<file path="config.mk">
export PLATFORM = sky130hd
export DESIGN_NAME = fetch_unit
export DESIGN_NICKNAME = d
export VERILOG_FILES = /design/src/rtl/fetch_unit.sv
export SDC_FILE = /design/constraint.sdc
export NUM_CORES = 1
export LEC_CHECK = 0
export CORE_MARGIN = 3
export CORE_UTILIZATION = 45
export DETAILED_ROUTE_END_ITERATION = 16
export PLACE_DENSITY = 0.77
export SETUP_SLACK_MARGIN = 0.4
export SYNTH_ARGS = -nofsm -noshare
export SYNTH_HDL_FRONTEND = slang
export SYNTH_SLANG_ARGS = --single-unit
</file>
<file path="constraint.sdc">
create_clock -name clk_i -period 4.9 [get_ports clk_i]
set_input_delay 0.735 -clock clk_i [delete_from_list [all_inputs] [get_ports clk_i]]
set_output_delay 0.735 -clock clk_i [all_outputs]
set_load 0.1 [all_outputs]
</file>
<file path="src/rtl/fetch_unit.sv">
// Instruction-fetch controller: one outstanding req/ack memory fetch, PC write-enable generation,
// IF/ID output register backed by a one-entry skid register for decode stalls.
module fetch_unit #(
  parameter int unsigned ADDR_W = 32,
  parameter int unsigned DATA_W = 32
) (
  input  logic              clk_i,
  input  logic              rst_i,
  input  logic              start_i,
  input  logic [ADDR_W-1:0] pc_i,
  output logic              pcwrite_o,
  input  logic              stall_i,
  input  logic              flush_i,
  output logic              mem_req_o,
  output logic [ADDR_W-1:0] mem_addr_o,
  input  logic              mem_ack_i,
  input  logic [DATA_W-1:0] mem_data_i,
  output logic [DATA_W-1:0] inst_o,
  output logic [ADDR_W-1:0] inst_pc_o,
  output logic              inst_valid_o
);

  typedef enum logic [1:0] {StIdle, StWait, StDrain, StHold} state_e;

  state_e            state_q, state_d;
  logic              mem_req_q, mem_req_d;
  logic [ADDR_W-1:0] mem_addr_q, mem_addr_d;
  logic [DATA_W-1:0] inst_q, inst_d;
  logic [ADDR_W-1:0] inst_pc_q, inst_pc_d;
  logic              inst_valid_q, inst_valid_d;
  logic [DATA_W-1:0] skid_q, skid_d;
  logic [ADDR_W-1:0] skid_pc_q, skid_pc_d;
  logic              acc;

  assign acc       = !inst_valid_q || !stall_i;
  assign pcwrite_o = flush_i || ((state_q == StWait) && mem_ack_i);

  always_comb begin
    state_d      = state_q;
    mem_req_d    = mem_req_q;
    mem_addr_d   = mem_addr_q;
    inst_d       = inst_q;
    inst_pc_d    = inst_pc_q;
    skid_d       = skid_q;
    skid_pc_d    = skid_pc_q;
    // Decode consumes a valid word on every unstalled edge; reloads below override this.
    inst_valid_d = inst_valid_q && stall_i;
    if (flush_i) begin
      inst_valid_d = 1'b0;
    end

    unique case (state_q)
      StIdle: begin
        if (!flush_i && start_i) begin
          mem_addr_d = pc_i;
          mem_req_d  = 1'b1;
          state_d    = StWait;
        end
      end
      StWait: begin
        if (mem_ack_i) begin
          mem_req_d = 1'b0;
          state_d   = StIdle;
          if (!flush_i) begin
            if (acc) begin
              inst_d       = mem_data_i;
              inst_pc_d    = mem_addr_q;
              inst_valid_d = 1'b1;
            end else begin
              skid_d    = mem_data_i;
              skid_pc_d = mem_addr_q;
              state_d   = StHold;
            end
          end
        end else if (flush_i) begin
          state_d = StDrain;
        end
      end
      StDrain: begin
        // Request stays up until the killed fetch is acknowledged; its data is discarded.
        if (mem_ack_i) begin
          mem_req_d = 1'b0;
          state_d   = StIdle;
        end
      end
      StHold: begin
        if (flush_i) begin
          state_d = StIdle;
        end else if (!stall_i) begin
          inst_d       = skid_q;
          inst_pc_d    = skid_pc_q;
          inst_valid_d = 1'b1;
          state_d      = StIdle;
        end
      end
      default: state_d = StIdle;
    endcase
  end

  always_ff @(posedge clk_i) begin
    if (rst_i) begin
      state_q      <= StIdle;
      mem_req_q    <= 1'b0;
      mem_addr_q   <= '0;
      inst_q       <= '0;
      inst_pc_q    <= '0;
      inst_valid_q <= 1'b0;
      skid_q       <= '0;
      skid_pc_q    <= '0;
    end else begin
      state_q      <= state_d;
      mem_req_q    <= mem_req_d;
      mem_addr_q   <= mem_addr_d;
      inst_q       <= inst_d;
      inst_pc_q    <= inst_pc_d;
      inst_valid_q <= inst_valid_d;
      skid_q       <= skid_d;
      skid_pc_q    <= skid_pc_d;
    end
  end

  assign mem_req_o    = mem_req_q;
  assign mem_addr_o   = mem_addr_q;
  assign inst_o       = inst_q;
  assign inst_pc_o    = inst_pc_q;
  assign inst_valid_o = inst_valid_q;

endmodule

</file>
==> results.sh <==
export IMPL_fmaxAchievable_ghz=0.284
export IMPL_grt_pass1_wl_um=25300
export IMPL_crit_chain="clkdlybuf4s50_1 > nand2_1 > nand2b_1 > clkdlybuf4s50_1"
export IMPL_synthMuxAreaShare=0.101
export IMPL_synthAdderAreaFrac=0.00774
export IMPL_synthTopCellsByArea="dfxtp_1, nand2_1, mux2i_1"
export IMPL_layout_commonest_cell="nand2_1"
export IMPL_ctsHoldBuffers=0
export IMPL_clock_root_buffer="clkbuf_16"
export IMPL_synth_simple_gate_area_frac=0.164
export IMPL_yosysTopAreaCell="dfxtp_1"
export IMPL_irDropWorstVdd_mv=0.238
export IMPL_drtIter0Drc=369
export IMPL_start_util=0.462
export IMPL_drtAntennaViolNets=0
export IMPL_ctsLongestPathBuffers=2
export IMPL_cts_sinks=164
export IMPL_slowest_delay_ns=1.16
export IMPL_place_area_mm2=0.00817
export IMPL_ys_seq_area_frac=0.508
export IMPL_antennaDiodeCount=0
export IMPL_synth_xor_area_frac=0
export IMPL_crit_arrival_ns=2.78
export IMPL_setup_violations_final=0
export IMPL_die_y_um=126
export IMPL_firstDrtPassIters=4
export IMPL_drive_gt1_frac=0.0615
export IMPL_cts_resized_gates=0
export IMPL_grt_pass1_vias=5050
export IMPL_ys_seq_elements=164
export IMPL_fin_tns_setup_ns=0
export IMPL_layout_cells_non_filler=1074
export IMPL_synth_cell_types=29
export IMPL_cp_required_ns=4.16
export IMPL_cts_buffers=17
export IMPL_cpMaxStageDelayCell="clkdlybuf4s50_1"
export IMPL_drc=0
export IMPL_wl_um=15400
export IMPL_nFillCells=1194
export IMPL_period_needed_ns=3.52
export IMPL_leakage_uw=0.00277
export IMPL_period_share=0.718
export IMPL_rsz0062_at_grt="no"
export IMPL_finalInstanceArea_mm2=0.00871
export IMPL_crit_type="in2out"
export IMPL_synth_nets=820
export IMPL_synthCells=746
export IMPL_relSlewSlack=0.210
export IMPL_post_dp_hpwl_um=9850
export IMPL_port_buffers=168
export IMPL_gp_congestion=0.756
export IMPL_fin_ws_ns=1.38
export IMPL_vias=5463
export IMPL_final_cell_mix="nand2_1, clkdlybuf4s50_1, dfxtp_1"
export IMPL_wire_per_inst_um=14.3
export IMPL_post_cts_buffers=0
export IMPL_yosysWarningCount=0
export IMPL_core_area_mm2=0.0140
export IMPL_routed_via_density=5.09
export IMPL_final_hold_viol_count=0
export IMPL_synth_compound_area_share=0.170
export IMPL_p_per_area_mw_per_mm2=435
export IMPL_row_count=43
export IMPL_drv_slew=0
export IMPL_netlist_area_mm2=0.00646
export IMPL_synth_top_family_by_area="compound AO/OA/AOI/OAI gates"
export IMPL_path_common_cell="clkdlybuf4s50_1"
export IMPL_place_inst=1042
export IMPL_synth_top_cell_area_share=0.508
export IMPL_overflow=0
export IMPL_ctsHtreeMaxLevel=4
export IMPL_cp_max_fo=6
export IMPL_grt_max_degree=98
export IMPL_start_kind="input port"
export IMPL_fin_nets=955
export IMPL_cts_tree="done"
export IMPL_die_area_mm2=0.0158
export IMPL_hold_path_class="reg2reg"
export IMPL_fp_dieW_um=126
export IMPL_antenna_found_initial=1
export IMPL_avgSynthCellArea_um2=8.67
export IMPL_drv_cap=0
export IMPL_status="complete, no violations"
export IMPL_clock_latency_ns=0.42
export IMPL_syn_to_final_growth_pct=34.8
export IMPL_clock_skew_ns=0.0115
export IMPL_pre_cts_slack_ns=1.39
export IMPL_io_pins=169
export IMPL_grt_use_total=0.194
export IMPL_worstMarginPinSlew_ns=1.18
export IMPL_clkSlewWorstSetupHoldPaths_ns=0.06
export IMPL_end_kind="primary output"
## final timing paths
check,start,endpoint,slack (ns),cells after the start
max,mem_ack_i,pcwrite_o,1.38,4
max reg2reg,state_q[1],inst_o[0],2.04,7
min,skid_pc_q[19],skid_pc_q[19],0.45,2
min reg2reg,skid_pc_q[19],skid_pc_q[19],0.45,2
## layer usage
layer / GRT usage / up-vias / part of all wire
met1: 0.252 / 2498 / 0.46
met2: 0.306 / 148 / 0.46
met3: 0.0628 / 21 / 0.067
met4: 0.0681 / 2 / 0.017
li1: - / 2794 / -
met5: 0 / - / 0.00085
## cells by family (layout without fill, tap and decap cells)
family                     after synthesis  after routing
and+or+nand+nor                        276            276
AOI/OAI and AO/OA                      171            171
DFF                                    164            164
buffers and inverters                   66            214
muxes                                   65             65
adders and majority gates                4              4
## power by group
group / internal (uW) / switching [uW]
clock: 720 / 513
combinational: 279 / 805
sequential: 1420 / 55.8
## synthesized netlist by cell type
cell type	n
or2_0	1
or3_1	1
a211o_1	1
nor2b_1	1
mux2i_1	65
nor3_1	2
buf_1	5
nand2_1	200
and2_1	1
nor2_1	65
o211ai_1	1
or2_2	1
buf_2	23
o32ai_2	1
a2bb2oi_1	1
buf_4	2
inv_1	4
a311oi_1	2
a211oi_1	54
buf_6	5
dfxtp_1	164
nand3b_1	1
a211oi_2	10
a21oi_1	98
o21ai_0	2
nand2b_1	3
a21o_1	1
clkbuf_1	27
ha_1	4
## sequential cells by signal, indices dropped and copies added, names as in the netlist
register / cells
inst_pc_o: 32
skid_q: 32
inst_o: 32
mem_addr_o: 32
inst_valid_o: 1
skid_pc_q: 32
state_q: 2
mem_req_o: 1
## metrics by stage
step	utilization	power, uW	hold slack (ns)
final	0.623	3790	0.452
after global routing	0.623	3930	0.472
after CTS	0.623	3820	0.454
after detailed placement	0.584	2590	0.446
after global placement	0.584	2580	0.441
after floorplan	-	2320	0.436
## cell type report
type | instances | area (um2) | share of cell area
flip-flops and latches | 164 | 3280 | 0.377
clock buffers | 22 | 464 | 0.0533
inverters | 4 | 15.0 | 0.00172
multi-input cells | 516 | 2890 | 0.332
well taps | 180 | 225 | 0.0258
repair buffers | 178 | 1750 | 0.201
clock inverters | 10 | 82.6 | 0.00948
## critical path: cells and delay by family
family | cells | cell delay [ns]
buffers and inverters | 2 | 1.74
and+or+nand+nor | 2 | 0.30
Note: power is estimated with default switching activity, not from simulation.
